===== src/rtl/lsu.sv =====
// Load/store unit between the datapath and a word-port, big-endian data memory.
// Handles one request at a time; sub-word stores are done as read-modify-write.
//
// state   | meaning
// IDLE    | ready for a request; latches op/addr/wdata on req_valid
// LOAD    | memory read of the aligned word; lane extracted and extended
// READ    | memory read for SB/SH; store lane merged into wbuf
// WRITE   | wbuf written to the aligned word
// RESP    | response held until rsp_ready
module lsu #(
  parameter int unsigned MEMSIZE = 1024
) (
  input  logic        clk,
  input  logic        rst_n,
  input  logic        req_valid,
  output logic        req_ready,
  input  logic [3:0]  req_op,
  input  logic [31:0] req_addr,
  input  logic [31:0] req_wdata,
  output logic        rsp_valid,
  input  logic        rsp_ready,
  output logic [31:0] rsp_rdata,
  output logic        rsp_err,
  output logic [31:0] mem_raddr,
  input  logic [31:0] mem_rdata,
  output logic        mem_write,
  output logic [31:0] mem_waddr,
  output logic [31:0] mem_wdata
);

  typedef enum logic [2:0] {
    S_IDLE,
    S_LOAD,
    S_READ,
    S_WRITE,
    S_RESP
  } state_t;

  state_t      state, state_nxt;
  logic [2:0]  op_q;
  logic        store_q;
  logic [31:0] addr_q;
  logic [31:0] wbuf_q;
  logic [31:0] rdata_q;
  logic        err_q;

  logic        req_store;
  logic        op_ok;
  logic        misaligned;
  logic        range_err;
  logic        req_err;
  logic [32:0] last_byte;
  logic [31:0] load_val;
  logic [31:0] merge_val;

  // Request classification, evaluated on the incoming (not latched) request.
  always_comb begin
    req_store = req_op[3];
    op_ok     = 1'b0;
    if (req_store) begin
      op_ok = (req_op[2:0] == 3'b000) || (req_op[2:0] == 3'b001) ||
              (req_op[2:0] == 3'b011);
    end else begin
      op_ok = (req_op[2:0] == 3'b000) || (req_op[2:0] == 3'b001) ||
              (req_op[2:0] == 3'b011) || (req_op[2:0] == 3'b100) ||
              (req_op[2:0] == 3'b101);
    end
    misaligned = 1'b0;
    case (req_op[1:0])
      2'b01:   misaligned = req_addr[0];
      2'b11:   misaligned = |req_addr[1:0];
      default: misaligned = 1'b0;
    endcase
    // 33-bit sum so an address near 2^32 cannot wrap into range
    last_byte = {1'b0, req_addr[31:2], 2'b00} + 33'd3;
    range_err = last_byte >= 33'(MEMSIZE);
    req_err   = !op_ok || misaligned || range_err;
  end

  // Big-endian lane extraction: byte offset 0 is the most significant byte.
  always_comb begin
    load_val = 32'h0;
    case (op_q)
      3'b000, 3'b100: begin
        case (addr_q[1:0])
          2'd0:    load_val = {24'h0, mem_rdata[31:24]};
          2'd1:    load_val = {24'h0, mem_rdata[23:16]};
          2'd2:    load_val = {24'h0, mem_rdata[15:8]};
          default: load_val = {24'h0, mem_rdata[7:0]};
        endcase
        if (!op_q[2]) load_val[31:8] = {24{load_val[7]}};
      end
      3'b001, 3'b101: begin
        load_val = addr_q[1] ? {16'h0, mem_rdata[15:0]} : {16'h0, mem_rdata[31:16]};
        if (!op_q[2]) load_val[31:16] = {16{load_val[15]}};
      end
      default: load_val = mem_rdata;
    endcase
  end

  always_comb begin
    merge_val = mem_rdata;
    if (op_q[0]) begin
      if (addr_q[1]) merge_val[15:0]  = wbuf_q[15:0];
      else           merge_val[31:16] = wbuf_q[15:0];
    end else begin
      case (addr_q[1:0])
        2'd0:    merge_val[31:24] = wbuf_q[7:0];
        2'd1:    merge_val[23:16] = wbuf_q[7:0];
        2'd2:    merge_val[15:8]  = wbuf_q[7:0];
        default: merge_val[7:0]   = wbuf_q[7:0];
      endcase
    end
  end

  always_ff @(posedge clk) begin
    if (!rst_n) state <= S_IDLE;
    else        state <= state_nxt;
  end

  always_comb begin
    state_nxt = state;
    case (state)
      S_IDLE: begin
        if (req_valid) begin
          if (req_err)                          state_nxt = S_RESP;
          else if (!req_store)                  state_nxt = S_LOAD;
          else if (req_op[1:0] == 2'b11)        state_nxt = S_WRITE;
          else                                  state_nxt = S_READ;
        end
      end
      S_LOAD:  state_nxt = S_RESP;
      S_READ:  state_nxt = S_WRITE;
      S_WRITE: state_nxt = S_RESP;
      S_RESP:  if (rsp_ready) state_nxt = S_IDLE;
      default: state_nxt = S_IDLE;
    endcase
  end

  always_ff @(posedge clk) begin
    if (!rst_n) begin
      op_q    <= 3'b000;
      store_q <= 1'b0;
      addr_q  <= 32'h0;
      wbuf_q  <= 32'h0;
      rdata_q <= 32'h0;
      err_q   <= 1'b0;
    end else begin
      case (state)
        S_IDLE: begin
          if (req_valid) begin
            op_q    <= req_op[2:0];
            store_q <= req_op[3];
            addr_q  <= req_addr;
            wbuf_q  <= req_wdata;
            rdata_q <= 32'h0;
            err_q   <= req_err;
          end
        end
        S_LOAD:  rdata_q <= load_val;
        S_READ:  wbuf_q  <= merge_val;
        default: ;
      endcase
    end
  end

  assign req_ready = (state == S_IDLE);
  assign rsp_valid = (state == S_RESP);
  assign rsp_rdata = store_q ? 32'h0 : rdata_q;
  assign rsp_err   = err_q;
  assign mem_raddr = {addr_q[31:2], 2'b00};
  assign mem_waddr = {addr_q[31:2], 2'b00};
  assign mem_wdata = wbuf_q;
  // Gated by rst_n so a reset landing on the WRITE cycle suppresses the write.
  assign mem_write = (state == S_WRITE) && rst_n;

endmodule


===== config.mk =====
export PLATFORM = sky130hd
export DESIGN_NAME = lsu
export DESIGN_NICKNAME = d
export VERILOG_FILES = /design/src/rtl/lsu.sv
export SDC_FILE = /design/constraint.sdc
export NUM_CORES = 1
export LEC_CHECK = 0
export CORE_UTILIZATION = 44
export DETAILED_ROUTE_END_ITERATION = 8
export GPL_TIMING_DRIVEN = 0
export PLACE_DENSITY = 0.79
export SLEW_MARGIN = 20
export SYNTH_ARGS = -nofsm -noshare
export SYNTH_HDL_FRONTEND = slang
export SYNTH_SLANG_ARGS = --single-unit

===== constraint.sdc =====
create_clock -name clk -period 2.45 [get_ports clk]
set_input_delay 0.245 -clock clk [delete_from_list [all_inputs] [get_ports clk]]
set_output_delay 0.245 -clock clk [all_outputs]
set_load 0.02 [all_outputs]

# Word-level counts from Yosys, hierarchy flattened
# Cells that the tools add are included.
[totals]
rom_bits = 0
ram_bits = 0
memories = 0
ff_bits = 104
input_bits = 104
latch_bits = 0
elab_cells = 80
output_inout_bits = 132
[op_classes]
addsub = 1
bitwise = 0
shift = 0
mux = 25
reduce_logical = 25
mul = 0
n_div = 0
n_lt_le_gt_ge = 1
eq_ne = 19
[ops]
columns = ["operator", "n"]
rows = [
  ["32-bit case mux with 2 select lines", 3],
  ["32-bit 2-to-1 mux", 4],
  ["16-bit 2-to-1 mux", 4],
  ["32-bit by 2-bit adder with 33-bit output (second input constant)", 1],
  ["33-bit by 11-bit >= comparator with 1-bit output (second input constant)", 1],
  ["8-bit 2-to-1 mux", 4],
  ["24-bit 2-to-1 mux", 1],
  ["8-bit case mux with 3 select lines", 1],
  ["3-bit equality test (second input constant)", 5],
  ["3-bit case mux with 4 select lines", 1],
  ["3-bit by 1-bit equality test with 1-bit output (second input constant)", 3],
  ["3-bit by 2-bit equality test with 1-bit output (second input constant)", 3],
  ["3-bit zero test", 3],
  ["3-bit 2-to-1 mux", 3],
  ["2-bit AND reduction", 4],
  ["2-bit OR reduction", 4],
  ["1-bit logical OR", 6],
  ["3-bit != test (second input constant)", 2],
  ["2-bit by 1-bit equality test with 1-bit output (second input constant)", 2],
  ["2-bit equality test (second input constant)", 2],
  ["4-bit AND reduction", 1],
  ["2-bit nonzero test", 2],
  ["3-bit AND reduction", 1],
  ["3-bit OR reduction", 1],
  ["8 further kinds", 9],
]

# Logic depth before layout (Yosys ltp)
# Gate-level depths: netlist (run 1).
[depth]
word_depth = 12
ltp_mapped = 8

# Least setup slack after synthesis (run 1)
# Ideal clock, no wire load.
[synth_timing]
path_type = "register to register"
startpoint = "register addr_q[1]"
endpoint = "register wbuf_q[14], in the netlist mem_wdata[14]"
arrival_time_ns = 1.653
setup_time_ns = 0.066
stages_incl_launch_ff = 8
slack_ns = 0.731
cell_sequence = "dfxtp_1 -> buf_6 -> and3_4 -> or4_4 -> buf_6 -> buf_6 -> a211o_1 -> a21boi_2"
[synth_via]
elab_chain_cells = 4
elab_cells_between_ends = 6
classes_between = "2 x eq/ne; 3 x mux; 1 x reduce/logical"
[synth_rtl]
columns = ["element", "line", "text"]
rows = [
  ["from (decl)", "42", "logic [31:0] addr_q;"],
  ["from (signal assigned)", "154", "addr_q <= req_addr;"],
  ["2-bit equality test", "107", "case (addr_q[1:0])"],
  ["8-bit 2-to-1 mux", "107", ""],
  ["32-bit 2-to-1 mux", "103", "if (op_q[0]) begin"],
  ["32-bit case mux with 2 select lines", "149", "case (state)"],
  ["to (signal assigned)", "155", "wbuf_q <= req_wdata;"],
  ["to (signal assigned)", "161", "S_READ: wbuf_q <= merge_val;"],
  ["to (decl)", "43", "logic [31:0] wbuf_q;"],
]
# Parallel ways exist; a longest one is shown, timed or not.
# A chain may end at the register's enable or synchronous reset.

# Worst setup path in the final report (run 1)
[layout_timing]
startpoint = "register store_q"
endpoint = "output rsp_rdata[19]"
[layout_via]
elab_chain_cells = 1
[layout_rtl]
columns = ["element", "line", "text"]
rows = [
  ["from (decl)", "41", "logic store_q;"],
  ["from (signal assigned)", "153", "store_q <= req_op[3];"],
  ["32-bit 2-to-1 mux", "169", "assign rsp_rdata = store_q ? 32'h0 : rdata_q;"],
  ["to (decl)", "22", "output logic [31:0] rsp_rdata,"],
]
# Every way passes these cells.

==> results of run 1 <==
worst max-delay path by stage:
stage               startpoint       endpoint  cells past startpoint
finish                 store_q  rsp_rdata[19]                      3
global route           store_q  rsp_rdata[16]                      3
CTS                    store_q  rsp_rdata[14]                      3
floorplan            addr_q[1]  mem_wdata[14]                      7
detailed placement   req_valid  mem_wdata[20]                      7
global placement     req_valid  mem_wdata[31]                      7
worst max-delay path: cells and delay by family, from the launching register on:
kind / cells / cell delay [ns]
buffers and inverters: 2 / 1.03
and+or+nand+nor: 1 / 0.09
DFF: 1 / 0.51
final cells by class:
type	instances	area, sq um
Multi-Input combinational cell	483	2940
Inverter	7	26.3
Tap cell	172	215
Buffer	121	742
Fill cell	1123	4130
Clock inverter	5	31.3
Clock buffer	11	253
Sequential cell	104	2080
Timing Repair Buffer	230	2300
cell families (layout without fill, tap and decap cells):
logic type             after synthesis  after routing  share of synthesized area
and+or+nand+nor                    294            294                      0.254
muxes                               28             28                     0.0520
buffers and inverters              128            374                      0.133
DFF                                104            104                      0.360
AOI/OAI and AO/OA                  157            157                      0.200
other                                1              4                   0.000649
cell usage after synthesis, types with 6 or more instances:
master,count
nand2_1,155
dfxtp_1,104
buf_4,65
a21boi_0,43
nor2b_1,41
o21ai_0,37
clkbuf_1,35
mux2i_1,24
a221o_1,16
and3_1,16
buf_2,16
nand3_1,16
nor2_1,14
a21oi_1,11
nor3_1,11
a211o_1,8
a221oi_1,8
a22oi_1,8
nand4_1,8
o211a_1,8
or3_1,8
inv_1,7
nor4_1,6
report_power, final:
| part | total, mW | switching (mW) | internal [mW] | leakage (nW) |
|---|---|---|---|---|
| registers | 1.83 | 0.0696 | 1.76 | 0.850 |
| logic | 1.06 | 0.523 | 0.541 | 2.55 |
| clock network | 1.38 | 0.636 | 0.741 | 0.141 |
sequential cells by signal, summed over array words and instances (netlist names):
signal	flops
addr_q	32
mem_wdata	32
rdata_q	32
op_q	3
state	3
rsp_err	1
store_q	1
metrics by stage:
step	std cells	area (sq um)	power, mW
6_report	1133	8590	4.27
5_1_grt	1133	8590	4.44
4_1_cts	1133	8590	4.28
3_5_place_dp	1117	8310	2.92
3_3_place_gp	1117	8310	2.91
2_1_floorplan	715	5790	2.41
metal layers:
metal / part of all wire / vias to the layer above
met5: 0 / -
met4: 0.034 / 0
met3: 0.095 / 50
met2: 0.47 / 298
met1: 0.40 / 2712
li1: - / 2899
layout by cell type (no fill, tap or decap), types with 4 or more instances in the layout:
master and n:
clkdlybuf4s50_1 230, nand2_1 155, dfxtp_1 104, buf_4 65, a21boi_0 43, nor2b_1 41
o21ai_0 37, clkbuf_1 35, mux2i_1 24, buf_2 16, and3_1 16, a221o_1 16
nand3_1 16, nor2_1 14, nor3_1 11, a21oi_1 11, clkbuf_16 9, or3_1 8
a221oi_1 8, a22oi_1 8, nand4_1 8, o211a_1 8, a211o_1 8, inv_1 7
nor4_1 6, conb_1 4
==> impl_metrics.py, run 1 <==
metrics = {
    "floorplanning": {
        "floorplan.rows": 41,
        "floorplan.io_pins": 236,
        "core_region_area_sq_mm": 0.0127,
        "die-height_um": 117,
        "effective_utilization_at_floorplan": 0.454,
        "die-width_um": 117,
        "floorplan.die_area_sq_mm": 0.0136,
    },
    "placed_design": {
        "place.gp.congestion": 0.903,
        "dp_slack_ns": 0.222,
        "hpwl_mm": 15.3,
        "numPortBuffers": 230,
    },
    "critical_path": {
        "path_type_of_the_worst_setup_path": "reg2out",
        "worst_path_largest_cell_delay_ns": 0.56,
        "worst-path-max-fanout": 10,
        "regToRegStartpoint": "state[1]",
        "setup.reg_to_reg.worst_slack_ns": 0.32,
        "setup.worst_path.start_class": "flip-flop",
        "crit_required_ns": 2.20,
        "crit_path_cell_trace": "clkbuf_1, nor2b_1, clkdlybuf4s50_1",
        "worst_r2r_endpoint": "mem_wdata[30]",
        "endpoint_kind": "output pin",
        "timing.critical_path.arrival_ns": 1.99,
        "reg2reg_depth": 7,
        "crit_path_top_delay_cell": "clkdlybuf4s50_1",
    },
    "detailed_routing": {
        "drt_pass1_iterations": 4,
        "dr.first_iter.drc_count": 317,
        "drtAntennaViolNets": 0,
        "drcViolationCount": 0,
        "route.detailed.wl_per_inst_um": 17.3,
        "vias_per_cell": 5.26,
        "postRouteWirelength_mm": 19.7,
        "route.vias.total": 5959,
    },
    "synth": {
        "async_flop_share": 0,
        "avgSynthCellArea_sq_um": 8.11,
        "syn-cell-area_sq_mm": 0.00578,
        "synth.ff_latch_count": 104,
        "synth.yosys.warnings": 0,
        "synthDominantCellAreaShare": 0.360,
        "synth_edf_count": 0,
        "synthFlopType": "dfxtp_1",
        "leading_area_contributor_after_synthesis": "dfxtp_1",
        "synth_top_cells_by_area": "dfxtp_1, nand2_1, buf_4",
        "syn-instance-count": 712,
        "yosysUniqueCellTypes": 54,
        "synth.yosys.seq_area_share": 0.360,
    },
    "global_routing": {
        "top_usage_layer": "met2",
        "global_route.usage.met1": 0.331,
        "global_route.overflow_total": 0,
        "grt_usage": 0.285,
        "grt_start_max_net_pins": 17,
        "grt_first_pass_wirelength_mm": 29.2,
        "grt_pass1_vias": 5711,
        "antenna_violations_before_repair": 0,
        "grt.met2_usage": 0.491,
        "grt.met3_usage": 0.0716,
    },
    "sta": {
        "finalHoldViolations": 0,
        "setup_viol": 0,
        "clock.fmax_ghz": 0.448,
        "report.final.slew_viol_count": 0,
        "post-route-min-period_ns": 2.23,
        "worst_case_headroom_to_the_max_slew_limit": 0.466,
        "final.setup_skew_ns": 0.00686,
        "worst-slew-pin-transition_ns": 0.794,
        "rsz0062_at_grt": "no",
        "timing.final.crit_share": 0.911,
        "timing.setup.tns_ns": 0,
        "worst_slack_ns": 0.219,
        "holdWs_ns": 0.450,
    },
    "cells_and_area": {
        "diodes": 0,
        "drive_above_1_share": 0.120,
        "synthToLayoutAreaGrowth_pct": 48.7,
        "num-nets-final": 1060,
        "utilization": 0.675,
    },
    "job": {
        "cap_viol_max_count": 0,
    },
    "cts": {
        "cts_resizes": 0,
        "clock_tree.root_cell": "clkbuf_16",
        "cts_setup_buffers": 0,
        "cts.clk_slew.worst_paths_ns": 0.06,
        "tritoncts": "built",
        "clk_latency_ns": 0.35,
        "cts.sinks": 104,
        "clk_path_buf_depth": 2,
        "clock_tree.htree_level_count": 3,
        "cts_inserted_buffers": 9,
        "holdBufCountCts": 0,
    },
    "pwr": {
        "p_leak_nw": 3.55,
        "max-vdd-ir-drop_v": 0.000304,
        "power_density_mw_per_mm2": 498,
    },
    "hold_path": {
        "min-delay-path-class": "reg2reg",
        "worstHoldStart": "rdata_q[13]",
        "worstHoldEndpoint": "rdata_q[13]",
        "holdPathStages": 2,
    },
    "status": {
        "status": "complete, no violations",
    },
}
No activity file was read; power rests on OpenSTA's default activity.
==> inputs of run 2 (changes only) <==
- GPL_ROUTABILITY_DRIVEN: default -> 1
==> results of run 2 <==
Final layout, timing and power as in run 1 (identical DEF).
==> inputs of run 3 (changes only) <==
- REMOVE_ABC_BUFFERS: default -> 1
==> run 3 against run 2 <==
Effect of this change: clock power increased by 13%; register-to-register slack got worse by 0.16 ns; utilization decreased by 4.4 points; largest power group unchanged; critical path type is now reg2reg; die area unchanged.
==> impl_metrics.py, run 3 (synthesized netlist as in run 1, its figures left out) <==
metrics = {
    "detailed_routing": {
        "route.detailed.wl_per_inst_um": 18.2,
        "drt_pass1_iterations": 5,
        "drcViolationCount": 0,
        "dr.first_iter.drc_count": 441,
        "vias_per_cell": 5.59,
        "postRouteWirelength_mm": 18.6,
        "drtAntennaViolNets": 0,
        "route.vias.total": 5711,
    },
    "sta": {
        "worst_slack_ns": 0.157,
        "clock.fmax_ghz": 0.436,
        "post-route-min-period_ns": 2.29,
        "report.final.slew_viol_count": 0,
        "rsz0062_at_grt": "no",
        "worst-slew-pin-transition_ns": 1.06,
        "timing.final.crit_share": 0.936,
        "worst_case_headroom_to_the_max_slew_limit": 0.292,
        "setup_viol": 0,
        "final.setup_skew_ns": 0.00915,
        "timing.setup.tns_ns": 0,
        "finalHoldViolations": 0,
    },
    "cells_and_area": {
        "synthToLayoutAreaGrowth_pct": 38.9,
        "final-seq-area_sq_mm": 0.00208,
        "final_common_cell": "clkdlybuf4s50_1",
        "fill_cells": 1070,
        "drive_above_1_share": 0.0541,
        "num-nets-final": 949,
        "diodes": 0,
        "final_cell_area_sq_mm": 0.00802,
        "mostFrequentLayoutCells": "clkdlybuf4s50_1, nand2_1, dfxtp_1",
        "multi_input_comb_area_sq_mm": 0.00296,
    },
    "job": {
        "cap_viol_max_count": 0,
    },
    "cts": {
        "clock_tree.root_cell": "clkbuf_16",
        "cts.clk_slew.worst_paths_ns": 0.07,
        "cts.sinks": 104,
        "clock_tree.htree_level_count": 3,
        "holdBufCountCts": 0,
        "clk_latency_ns": 0.35,
        "cts_inserted_buffers": 9,
        "clk_path_buf_depth": 2,
        "tritoncts": "built",
    },
    "critical_path": {
        "worst_r2r_endpoint": "mem_wdata[16]",
        "setup.worst_path.start": "op_q[0]",
        "crit_required_ns": 2.69,
        "worst-path-max-fanout": 26,
        "timing.critical_path.arrival_ns": 2.53,
        "timing.critical_path.to": "mem_wdata[16]",
        "endpoint_kind": "flip-flop",
        "path_type_of_the_worst_setup_path": "reg2reg",
        "reg2reg_depth": 4,
        "regToRegStartpoint": "op_q[0]",
        "setup.reg_to_reg.worst_slack_ns": 0.16,
        "setup.worst_path.start_class": "flip-flop",
    },
    "global_routing": {
        "grt_start_max_net_pins": 54,
        "grt_pass1_vias": 5353,
        "global_route.overflow_total": 0,
        "grt_usage": 0.268,
        "grt_first_pass_wirelength_mm": 27.8,
        "antenna_violations_before_repair": 0,
    },
    "status": {
        "status": "complete, no violations",
    },
    "pwr": {
        "max-vdd-ir-drop_v": 0.000303,
        "power_density_mw_per_mm2": 541,
        "p_leak_nw": 3.14,
    },
    "floorplanning": {
        "floorplan.die_area_sq_mm": 0.0136,
        "core_region_area_sq_mm": 0.0127,
        "die-width_um": 117,
        "effective_utilization_at_floorplan": 0.454,
        "die-height_um": 117,
        "floorplan.io_pins": 236,
        "floorplan.rows": 41,
    },
    "hold_path": {
        "min-delay-path-class": "in2reg",
        "worstHoldStart": "rst_n",
    },
    "placed_design": {
        "place.gp.congestion": 0.943,
        "placedInstanceArea_sq_mm": 0.00765,
        "dp_slack_ns": -0.497,
        "hpwl_mm": 13.4,
        "numPortBuffers": 231,
    },
}
-- run 3: cell count changes in the layout (fill, tap and decap cells not counted), moves of 2 or more --
cell	before	now
buf_2	16	1
buf_12	0	2
dfxtp_1	104	102
bufinv_16	0	2
buf_4	65	4
clkbuf_1	35	1
dfxtp_2	0	2
clkinv_2	3	1
-- run 3: worst max-delay path, cell delays in order, from the launching register on --
cell      delay, ns
dfxtp_1        0.61
o21bai_1       0.98
mux2i_1        0.32
nand2_1        0.08
and3_1         0.18
-- run 3: through the flow --
stage	total power [mW]	hold WS (ns)	util	std cells
floorplan	2.28	0.362	-	594
global placement	2.78	0.435	0.595	997
detailed placement	2.81	0.448	0.602	1003
CTS	4.37	0.376	0.629	1020
global route	4.51	0.398	0.631	1022
finish	4.34	0.389	0.631	1022
-- run 3: how the worst min path moves through the flow --
stage                  end  cells past startpoint
2_1_floorplan      store_q                      1
3_3_place_gp   rdata_q[14]                      2
3_5_place_dp    rdata_q[1]                      2
4_1_cts         addr_q[28]                      2
5_1_grt         addr_q[28]                      2
6_report        addr_q[28]                      2
-- run 3: what timing repair did --
| action | in CTS | in global routing |
|---|---|---|
| endpoints found under the setup margin | 27 | 24 |
| resized for setup | 1 | 2 |
| setup buffers | 1 | 2 |
-- run 3: cell type report --
class | instances | area share
Sequential cell | 104 | 0.260
Clock buffer | 11 | 0.0303
Tap cell | 172 | 0.0268
Multi-Input combinational cell | 483 | 0.369
Inverter | 7 | 0.00327
Clock inverter | 5 | 0.00998
Timing Repair Buffer | 240 | 0.300
-- run 3: power by group --
part / internal [mW] / leakage [nW] / switching, mW / total, mW
logic: 0.461 / 2.14 / 0.452 / 0.913
registers: 1.76 / 0.851 / 0.104 / 1.87
clock network: 0.923 / 0.152 / 0.642 / 1.56
-- run 3: per-layer routing --
layer	vias up	share of wire	global-route usage
li1	2668	-	-
met3	49	0.090	0.0638
met2	313	0.48	0.453
met1	2681	0.40	0.324
met4	0	0.030	0.118
met5	-	0	0
